## src/rtl/ofdm_cp_serializer.sv

```systemverilog
// rtl/ofdm_cp_serializer.sv - captures a parallel I/Q OFDM symbol and streams it
// out serially with a cyclic prefix prepended, valid/ready on both sides.
module ofdm_cp_serializer #(
   parameter int N_SAMP = 8,
   parameter int SAMP_W = 16,
   parameter int CP_LEN = 2
) (
   input  logic                     clk,
   input  logic                     rst_n,
   input  logic                     in_valid,
   output logic                     in_ready,
   input  logic [N_SAMP*SAMP_W-1:0] in_phase,
   input  logic [N_SAMP*SAMP_W-1:0] in_quad,
   output logic                     out_valid,
   input  logic                     out_ready,
   output logic [SAMP_W-1:0]        out_i,
   output logic [SAMP_W-1:0]        out_q,
   output logic                     out_sop,
   output logic                     out_eop,
   output logic [15:0]              sym_cnt
);

   localparam int IDX_W = (N_SAMP > 1) ? $clog2(N_SAMP) : 1;
   localparam logic [IDX_W-1:0] LAST_D = IDX_W'(N_SAMP - 1);
   localparam logic [IDX_W-1:0] LAST_C = IDX_W'((CP_LEN > 0) ? CP_LEN - 1 : 0);

   typedef enum logic [1:0] {S_IDLE, S_CP, S_DATA} state_t;

   // With no prefix configured a fresh symbol starts directly in DATA.
   localparam state_t FIRST = (CP_LEN == 0) ? S_DATA : S_CP;

   state_t                   state, state_nxt;
   logic [IDX_W-1:0]         idx, idx_nxt;
   logic [N_SAMP*SAMP_W-1:0] hold_i, hold_q;
   logic                     last_d, accept;
   int                       samp_k;
   logic [SAMP_W-1:0]        sel_i, sel_q;

   always_comb begin
      last_d    = (state == S_DATA) && (idx == LAST_D);
      in_ready  = (state == S_IDLE) || (last_d && out_ready);
      accept    = in_valid && in_ready;
      state_nxt = state;
      idx_nxt   = idx;
      case (state)
         S_IDLE: begin
            if (accept) begin
               state_nxt = FIRST;
               idx_nxt   = '0;
            end
         end
         S_CP: begin
            if (out_ready) begin
               if (idx == LAST_C) begin
                  state_nxt = S_DATA;
                  idx_nxt   = '0;
               end else begin
                  idx_nxt = idx + IDX_W'(1);
               end
            end
         end
         S_DATA: begin
            if (out_ready) begin
               if (idx == LAST_D) begin
                  state_nxt = accept ? FIRST : S_IDLE;
                  idx_nxt   = '0;
               end else begin
                  idx_nxt = idx + IDX_W'(1);
               end
            end
         end
         default: begin
            state_nxt = S_IDLE;
            idx_nxt   = '0;
         end
      endcase
   end

   // Prefix beats replay the tail samples N_SAMP-CP_LEN .. N_SAMP-1.
   always_comb begin
      samp_k = (state == S_CP) ? (N_SAMP - CP_LEN + int'(idx)) : int'(idx);
      sel_i  = '0;
      sel_q  = '0;
      for (int j = 0; j < N_SAMP; j++) begin
         if (j == samp_k) begin
            sel_i = hold_i[SAMP_W*(N_SAMP-j)-1 -: SAMP_W];
            sel_q = hold_q[SAMP_W*(N_SAMP-j)-1 -: SAMP_W];
         end
      end
      out_valid = (state != S_IDLE);
      out_i     = out_valid ? sel_i : '0;
      out_q     = out_valid ? sel_q : '0;
      out_sop   = (state == FIRST) && (idx == '0);
      out_eop   = last_d;
   end

   always_ff @(posedge clk) begin
      if (!rst_n) begin
         state   <= S_IDLE;
         idx     <= '0;
         hold_i  <= '0;
         hold_q  <= '0;
         sym_cnt <= '0;
      end else begin
         state <= state_nxt;
         idx   <= idx_nxt;
         if (accept) begin
            hold_i <= in_phase;
            hold_q <= in_quad;
         end
         if (last_d && out_ready)
            sym_cnt <= sym_cnt + 16'd1;
      end
   end

endmodule
```

## config.mk

```make
export PLATFORM = sky130hd
export DESIGN_NAME = ofdm_cp_serializer
export DESIGN_NICKNAME = d
export VERILOG_FILES = /design/src/rtl/ofdm_cp_serializer.sv
export SDC_FILE = /design/constraint.sdc
export NUM_CORES = 1
export LEC_CHECK = 0
export ABC_AREA = 1
export CAP_MARGIN = 15
export CORE_MARGIN = 3
export CORE_UTILIZATION = 30
export DETAILED_ROUTE_END_ITERATION = 8
export GPL_TIMING_DRIVEN = 0
export PLACE_DENSITY_LB_ADDON = 0.3
export REMOVE_ABC_BUFFERS = 1
export SETUP_SLACK_MARGIN = 0.05
export SYNTH_ARGS = -nofsm -noshare
export SYNTH_HDL_FRONTEND = slang
export SYNTH_SLANG_ARGS = --single-unit
```

## constraint.sdc

```tcl
create_clock -name clk -period 4.8 [get_ports clk]
set_clock_uncertainty 0.1 [all_clocks]
set_input_delay 1.44 -clock clk [delete_from_list [all_inputs] [get_ports clk]]
set_output_delay 1.44 -clock clk [all_outputs]
set_load 0.01 [all_outputs]
```

==> results of run 1 <==
==> cell usage in the layout (no fill, tap or decap), types with 2 or more instances in the layout <==
cell type and n:
nand3b_1 2, clkinv_4 2, or2_0 18, nand2_4 5
dlygate4sd2_1 5, clkinv_2 5, dlymetal6s2s_1 9, ha_1 9
nand2_2 3, dfxtp_2 4, nor3_1 6, nor2_4 10
buf_16 8, buf_12 10, clkbuf_8 9, nand3_1 16
clkbuf_1 6, a21oi_1 66, nor2_2 3, nor3_4 2
bufinv_16 2, clkdlybuf4s50_1 295, buf_4 29, nor2_1 580
or2_2 5, clkbuf_16 34, inv_1 49, inv_6 3
nand4_1 34, dfxtp_1 272, o21ai_0 291, inv_2 5
nand2_1 270, buf_6 2
==> area by class of cell <==
class / count / area, µm²
clock buffers: 46 / 922.1
fillers: 4063 / 22530
repair buffers: 363 / 3865
clock inverters: 10 / 111.4
well taps: 525 / 656.9
multi-input cells: 1332 / 5944
inverters: 58 / 239.0
flip-flops and latches: 277 / 5554
==> power breakdown <==
group	switching (µW)	leakage (µW)	internal, µW
Clock	956	0.000514	1430
Combinational	2410	0.00432	1710
Sequential	258	0.00229	2850
Total	3620	0.00712	5990
==> repair_timing <==
action	CTS	global route
gates resized for setup	28	24
gates cloned	3	1
setup endpoints to repair	32	28
pin swaps	13	4
buffers inserted	32	8
==> layer usage <==
layer	vias to the layer above	part of all wire, %	global-route usage (%)
met5	-	0.11	0
met4	6	1.8	3.371
met3	57	6.2	4.277
met2	304	47	30.75
met1	5570	45	23.85
li1	6261	-	-
==> per-stage QoR <==
stage	setup slack, ns	setup TNS, ns	area [µm²]	hold WS (ns)	util, %
floorplan	-1.625	-363.75	11580	0.3291	-
global placement	-6.351	-1699.38	15350	0.3400	38.55
detailed placement	-0.7327	-15.10	15690	0.3457	39.41
CTS	0.01245	0	17170	0.3542	43.11
global route	0.01298	0	17290	0.3801	43.42
finish	0.1772	0	17290	0.3556	43.42
==> sequential cells by signal (all words and copies together) (netlist names) <==
| signal | cells |
|---|---|
| state | 2 |
| sym_cnt | 16 |
| hold_q | 128 |
| hold_i | 128 |
| idx | 3 |
==> synthesized netlist by cell type (2+ instances only) <==
cell        n  area (µm²)
clkbuf_1   60       225.2
nand3_1    17       85.08
nand4_1    34       212.7
a21oi_1    66       330.3
o21ai_1     2       10.01
nor3_2      2       20.02
nor2_4      4       45.04
o21ai_0   291        1456
nand3b_1    2       15.01
nand2_2     6       37.54
buf_4      14       105.1
nand2_1   272        1021
buf_2      42       210.2
nor2_2      5       31.28
or2_0      18       112.6
dfxtp_1   277        5545
ha_1       11       137.6
nor3_1      6       30.03
buf_6       2       22.52
inv_2       7       26.28
nor2_1    581        2181
inv_1      51       191.4
or2_2       5       31.28
==> logic make-up after synthesis <==
logic type | Yosys count | share of synthesized area [%]
compound gates | 364 | 15.13
buf+inv | 177 | 6.458
fa+ha+maj | 11 | 1.133
simple gates | 953 | 31.56
xor+xnor | 1 | 0.07211
flops | 277 | 45.65
==> worst reg2reg max path, cell delays in order (launching register included) <==
cell and delay, ns:
dfxtp_2 0.35, inv_1 0.12, ha_1 0.51, clkinvlp_4 0.27, buf_16 0.20, nand2_2 0.15, nand2_8 0.27, buf_16 0.37
inv_8 0.61, buf_16 0.45, nand2_1 0.11, a21oi_1 0.15, nor2_1 0.07, a211oi_2 0.13
==> path summary, 6_finish.rpt <==
| check | from | endpoint | slack [ns] | cells past startpoint |
|---|---|---|---|---|
| max | state[1] | out_q[2] | 0.18 | 15 |
| min | hold_i[77] | hold_i[77] | 0.36 | 2 |
| max reg2reg | state[0] | state[0] | 0.86 | 13 |
| min reg2reg | hold_i[77] | hold_i[77] | 0.36 | 2 |
==> reports/metrics.csv, run 1 <==
stage,metric,value,unit
global_route,grt_pass1_vias,11590,
cells_and_area,final_layout_size_suffix_gt1_share,7.287,%
die,core-area,39820,µm²
logic_synthesis,synth_edf_count,0,
place,placedCellCount,2511,
worst_hold_path,hold_path.class,flip-flop to flip-flop,
clocking,cts-root-buf,clkbuf_16,
clocking,path_clk_slew,0.06,ns
clocking,cts_tree,built,
pwr,totalPowerFinal,9619,µW
setup_path,crit_buf_inv,5,
run,cap_violations,0,
drt,drt_iter0_drc,654,
place,hpwl,25870,µm
die,num_io_pins,312,
logic_synthesis,syn_inst,1783,
pwr,powerDensity,556.2,nW/µm²
drt,viasPerCell,4.672,
setup_path,crit_type,flip-flop to output port,
drt,via_count,12200,
pwr,ir_drop,0.2860,mV
logic_synthesis,ys_warn_count,0,
place,place.gp.congestion,0.7722,
drt,first_pass_iters,8,
setup_path,worstPathRequired,3.26,ns
global_route,grt_max_degree,173,
logic_synthesis,synth_area,12150,µm²
clocking,clk_latency,0.55,ns
setup_path,crit_fanout,5,
timing,clock.fmax,216.3,MHz
timing,rsz0062_at_grt,true,
logic_synthesis,synthFlopType,dfxtp_1,
outcome,outcome,"finished, final reports clean",
timing,slew_headroom,46.51,%
drt,drcViolationCount,0,
logic_synthesis,synth-seq-cells,277,
setup_path,crit_top_cell,nand2_1,
logic_synthesis,async_reset_ff_share,0,%
clocking,postCtsHoldBufs,0,
clocking,cts_buffers,31,
logic_synthesis,syn_area_per_cell,6.813,µm²
die,die_w,207.2,µm
pwr,leakage,0.007122,µW
timing,min_period,4.623,ns
timing,maxSlewViolCount,0,
drt,ant_nets,0,
clocking,clock-sinks,277,
timing,finalCritPeriodShare,96.31,%
timing,setup_violations,0,
setup_path,worst_setup_path_end_kind,output port,
logic_synthesis,synth-seq-area-share,45.65,%
clocking,cts_max_level,1,
global_route,gr-usage-all-layers,18.15,%
setup_path,cp_slowest_stage_delay,0.55,ns
setup_path,path_delay_family,buffers and inverters,
drt,wl_per_cell,15.66,µm
die,rows,73,
clocking,clk_path_buf_depth,3,
die,start_util,30.50,%
setup_path,path_cells,"inv_2, ha_4, nand2_1, nand2_4, buf_4, nor3_4, buf_4, clkbuf_16, nand2_1, nand2_1, nand2_1, nand4_1, nor2_1, nor2_1, clkdlybuf4s50_1",
global_route,antenna_found_initial,3,
die,die_y,207.2,µm
timing,finalHoldViolCount,0,
cells_and_area,instances_no_fill,2611,
logic_synthesis,ys_types,31,
global_route,gr-total-overflow,0,
cells_and_area,nets,2334,
drt,drt-total-wl,40890,µm
timing,worst_pin_slew,0.8024,ns
setup_path,crit_arrival,3.08,ns
cells_and_area,syn2layout_area_growth,42.35,%
die,dieArea,42940,µm²
setup_path,crit_slowest_cell,clkdlybuf4s50_1,
setup_path,cp-start-kind,flip-flop,
cells_and_area,num_antenna_cells,0,
place,numPortBuffers,311,
global_route,grt_pass1_wl,63800,µm
Power figures use the tool's default switching activity.
==> run 2, diff against run 1 <==
Settings changed: CTS_BUF_LIST set to sky130_fd_sc_hd__clkbuf_4 sky130_fd_sc_hd__clkbuf_8, RECOVER_POWER set to 25, SLEW_MARGIN set to 20.
==> run 2 against run 1 <==
The run now ends with max-capacitance violations, max-slew violations left. Sequential share of layout area about the same. Combinational power down 3%. Non-clock buffer count down 9. Total power down 1.2%. Highest routed layer unchanged.
==> reports/metrics.csv, run 2 (same netlist as run 1, synthesis figures left out) <==
stage,metric,value,unit,change
outcome,outcome,"complete, but fails checks",,"was finished, final reports clean"
outcome,failed_checks,"max-capacitance violations, max-slew violations",,
die,rows,73,,unchanged
clocking,cts_max_level,2,,was 1
place,numPortBuffers,311,,unchanged
cells_and_area,syn2layout_area_growth,42.23,%,was 42.35%
cells_and_area,final_layout_size_suffix_gt1_share,8.084,%,was 7.287%
timing,rsz0062_at_grt,false,,was true
timing,tns,0,ns,unchanged
cells_and_area,nets,2342,,was 2334
clocking,clk_latency,0.61,ns,was 0.55 ns
global_route,busiest_layer,met2,,unchanged
setup_path,crit_arrival,3.10,ns,was 3.08 ns
global_route,grt_pass1_vias,11780,,was 11590
pwr,ir_drop,0.3369,mV,was 0.2860 mV
clocking,cts_tree,built,,unchanged
die,num_io_pins,312,,unchanged
drt,first_pass_iters,5,,was 8
pwr,totalPowerFinal,9506,µW,was 9619 µW
setup_path,crit_fanout,7,,was 5
cells_and_area,largestRegisters,"hold_i (128), hold_q (128), sym_cnt (16)",,unchanged
timing,worst_pin_slew,2.354,ns,was 0.8024 ns
timing,finalCritPeriodShare,96.70,%,was 96.31%
place,post_dp_cell_area,15750,µm²,was 15690 µm²
global_route,gr-usage-all-layers,18.29,%,was 18.15%
drt,ant_nets,0,,unchanged
cells_and_area,final_area,17280,µm²,was 17290 µm²
setup_path,cp-start-kind,input port,,was flip-flop
global_route,grtUsageMet2,30.13,%,was 30.75%
timing,slew_headroom,-56.91,%,was 46.51%
drt,drcViolationCount,0,,unchanged
die,core-area,39820,µm²,unchanged
timing,maxSlewViolCount,128,,was 0
drt,drt_iter0_drc,706,,was 654
setup_path,worstPathRequired,3.26,ns,about the same
clocking,path_clk_slew,0.06,ns,about the same
pwr,powerDensity,550.2,nW/µm²,was 556.2 nW/µm²
global_route,gr-usage-met1,23.85,%,about the same
die,start_util,30.50,%,unchanged
global_route,antenna_found_initial,3,,unchanged
die,die_y,207.2,µm,unchanged
clocking,cts_buffers,50,,was 31
cells_and_area,final_common_cell,nor2_1,,unchanged
cells_and_area,final_core_util,43.39,%,was 43.42%
worst_hold_path,hold_path.class,flip-flop to flip-flop,,unchanged
drt,drt-total-wl,40870,µm,was 40890 µm
timing,clock.fmax,215.5,MHz,was 216.3 MHz
die,die_w,207.2,µm,unchanged
global_route,met3_usage,4.473,%,was 4.277%
clocking,clk_path_buf_depth,3,,unchanged
drt,viasPerCell,4.683,,was 4.672
timing,finalHoldWorstSlack,0.3505,ns,was 0.3556 ns
die,dieArea,42940,µm²,unchanged
global_route,grt_max_degree,144,,was 173
clocking,postCtsHoldBufs,0,,unchanged
drt,wl_per_cell,15.54,µm,was 15.66 µm
timing,setup_violations,0,,unchanged
global_route,gr-total-overflow,0,,unchanged
cells_and_area,mostFrequentLayoutCells,"579 x nor2_1, 291 x o21ai_0, 274 x dfxtp_1",,"was 580 x nor2_1, 295 x clkdlybuf4s50_1, 291 x o21ai_0"
timing,min_period,4.641,ns,was 4.623 ns
setup_path,worst_setup_path_end_kind,output port,,unchanged
clocking,clock-sinks,277,,unchanged
run,cap_violations,1,,was 0
drt,via_count,12310,,was 12200
timing,finalHoldViolCount,0,,unchanged
pwr,leakage,0.007380,µW,was 0.007122 µW
clocking,cts-root-buf,clkbuf_8,,was clkbuf_16
place,hpwl,26220,µm,was 25870 µm
global_route,grt_pass1_wl,63890,µm,was 63800 µm
place,place.gp.congestion,0.7722,,unchanged
setup_path,crit_type,input port to output port,,was flip-flop to output port
[run 2: cell count changes in the layout (fill, tap and decap cells not counted), moves of 5 or more]
cell / delta
dlymetal6s2s_1: +11
dlygate4sd2_1: +5
buf_4: -10
clkbuf_1: -6
clkbuf_8: +52
clkdlybuf4s50_1: -32
clkbuf_16: -34
dlygate4sd3_1: +16
clkbuf_4: +13
[run 2: critical path, cell delays in order]
cell and delay [ns]:
clkdlybuf4s50_1 0.48, inv_1 0.08, nor2_4 0.18, inv_1 0.14
nand2_1 0.20, clkdlybuf4s50_1 0.57
[run 2: final timing paths]
| path | startpoint | endpoint | slack [ns] | cells past startpoint |
|---|---|---|---|---|
| setup / recovery | out_ready | in_ready | 0.16 | 6 |
| hold / removal | hold_i[90] | hold_i[90] | 0.35 | 2 |
| setup reg to reg | idx[0] | state[0] | 0.75 | 14 |
| hold reg to reg | hold_i[90] | hold_i[90] | 0.35 | 2 |
[run 2: layout make-up]
cell class | instances | area [µm²]
Antenna cell | 1 | 2.502
Clock buffer | 74 | 937.1
Clock inverter | 10 | 133.9
Fill cell | 4074 | 22550
Inverter | 58 | 246.5
Multi-Input combinational cell | 1330 | 5927
Sequential cell | 277 | 5552
Tap cell | 525 | 656.9
Timing Repair Buffer | 354 | 3822
[run 2: stage by stage]
stage,setup WS (ns),instances
detailed placement,-0.7518,2515
global placement,-6.351,2500
floorplan,-1.625,1664
finish,0.1585,2629
global route,0.01042,2628
CTS,0.03978,2623
[run 2: metal layers]
| layer | wire length, µm | up-vias |
|---|---|---|
| met5 | 45 | - |
| met4 | 926 | 6 |
| met3 | 2348 | 70 |
| met2 | 19040 | 318 |
| met1 | 18510 | 5634 |
| li1 | - | 6284 |
[run 2: report_power, final]
| part | total, µW | internal (µW) | switching [µW] |
|---|---|---|---|
| combinational | 3990 | 1610 | 2380 |
| clock | 2400 | 1400 | 998 |
| sequential | 3110 | 2850 | 260 |
[run 2: what timing repair did]
item,in CTS,in global routing
cloned,1,0
gates resized for setup,35,31
buffers inserted,23,5
setup endpoints to repair,32,29
pin swaps,10,5
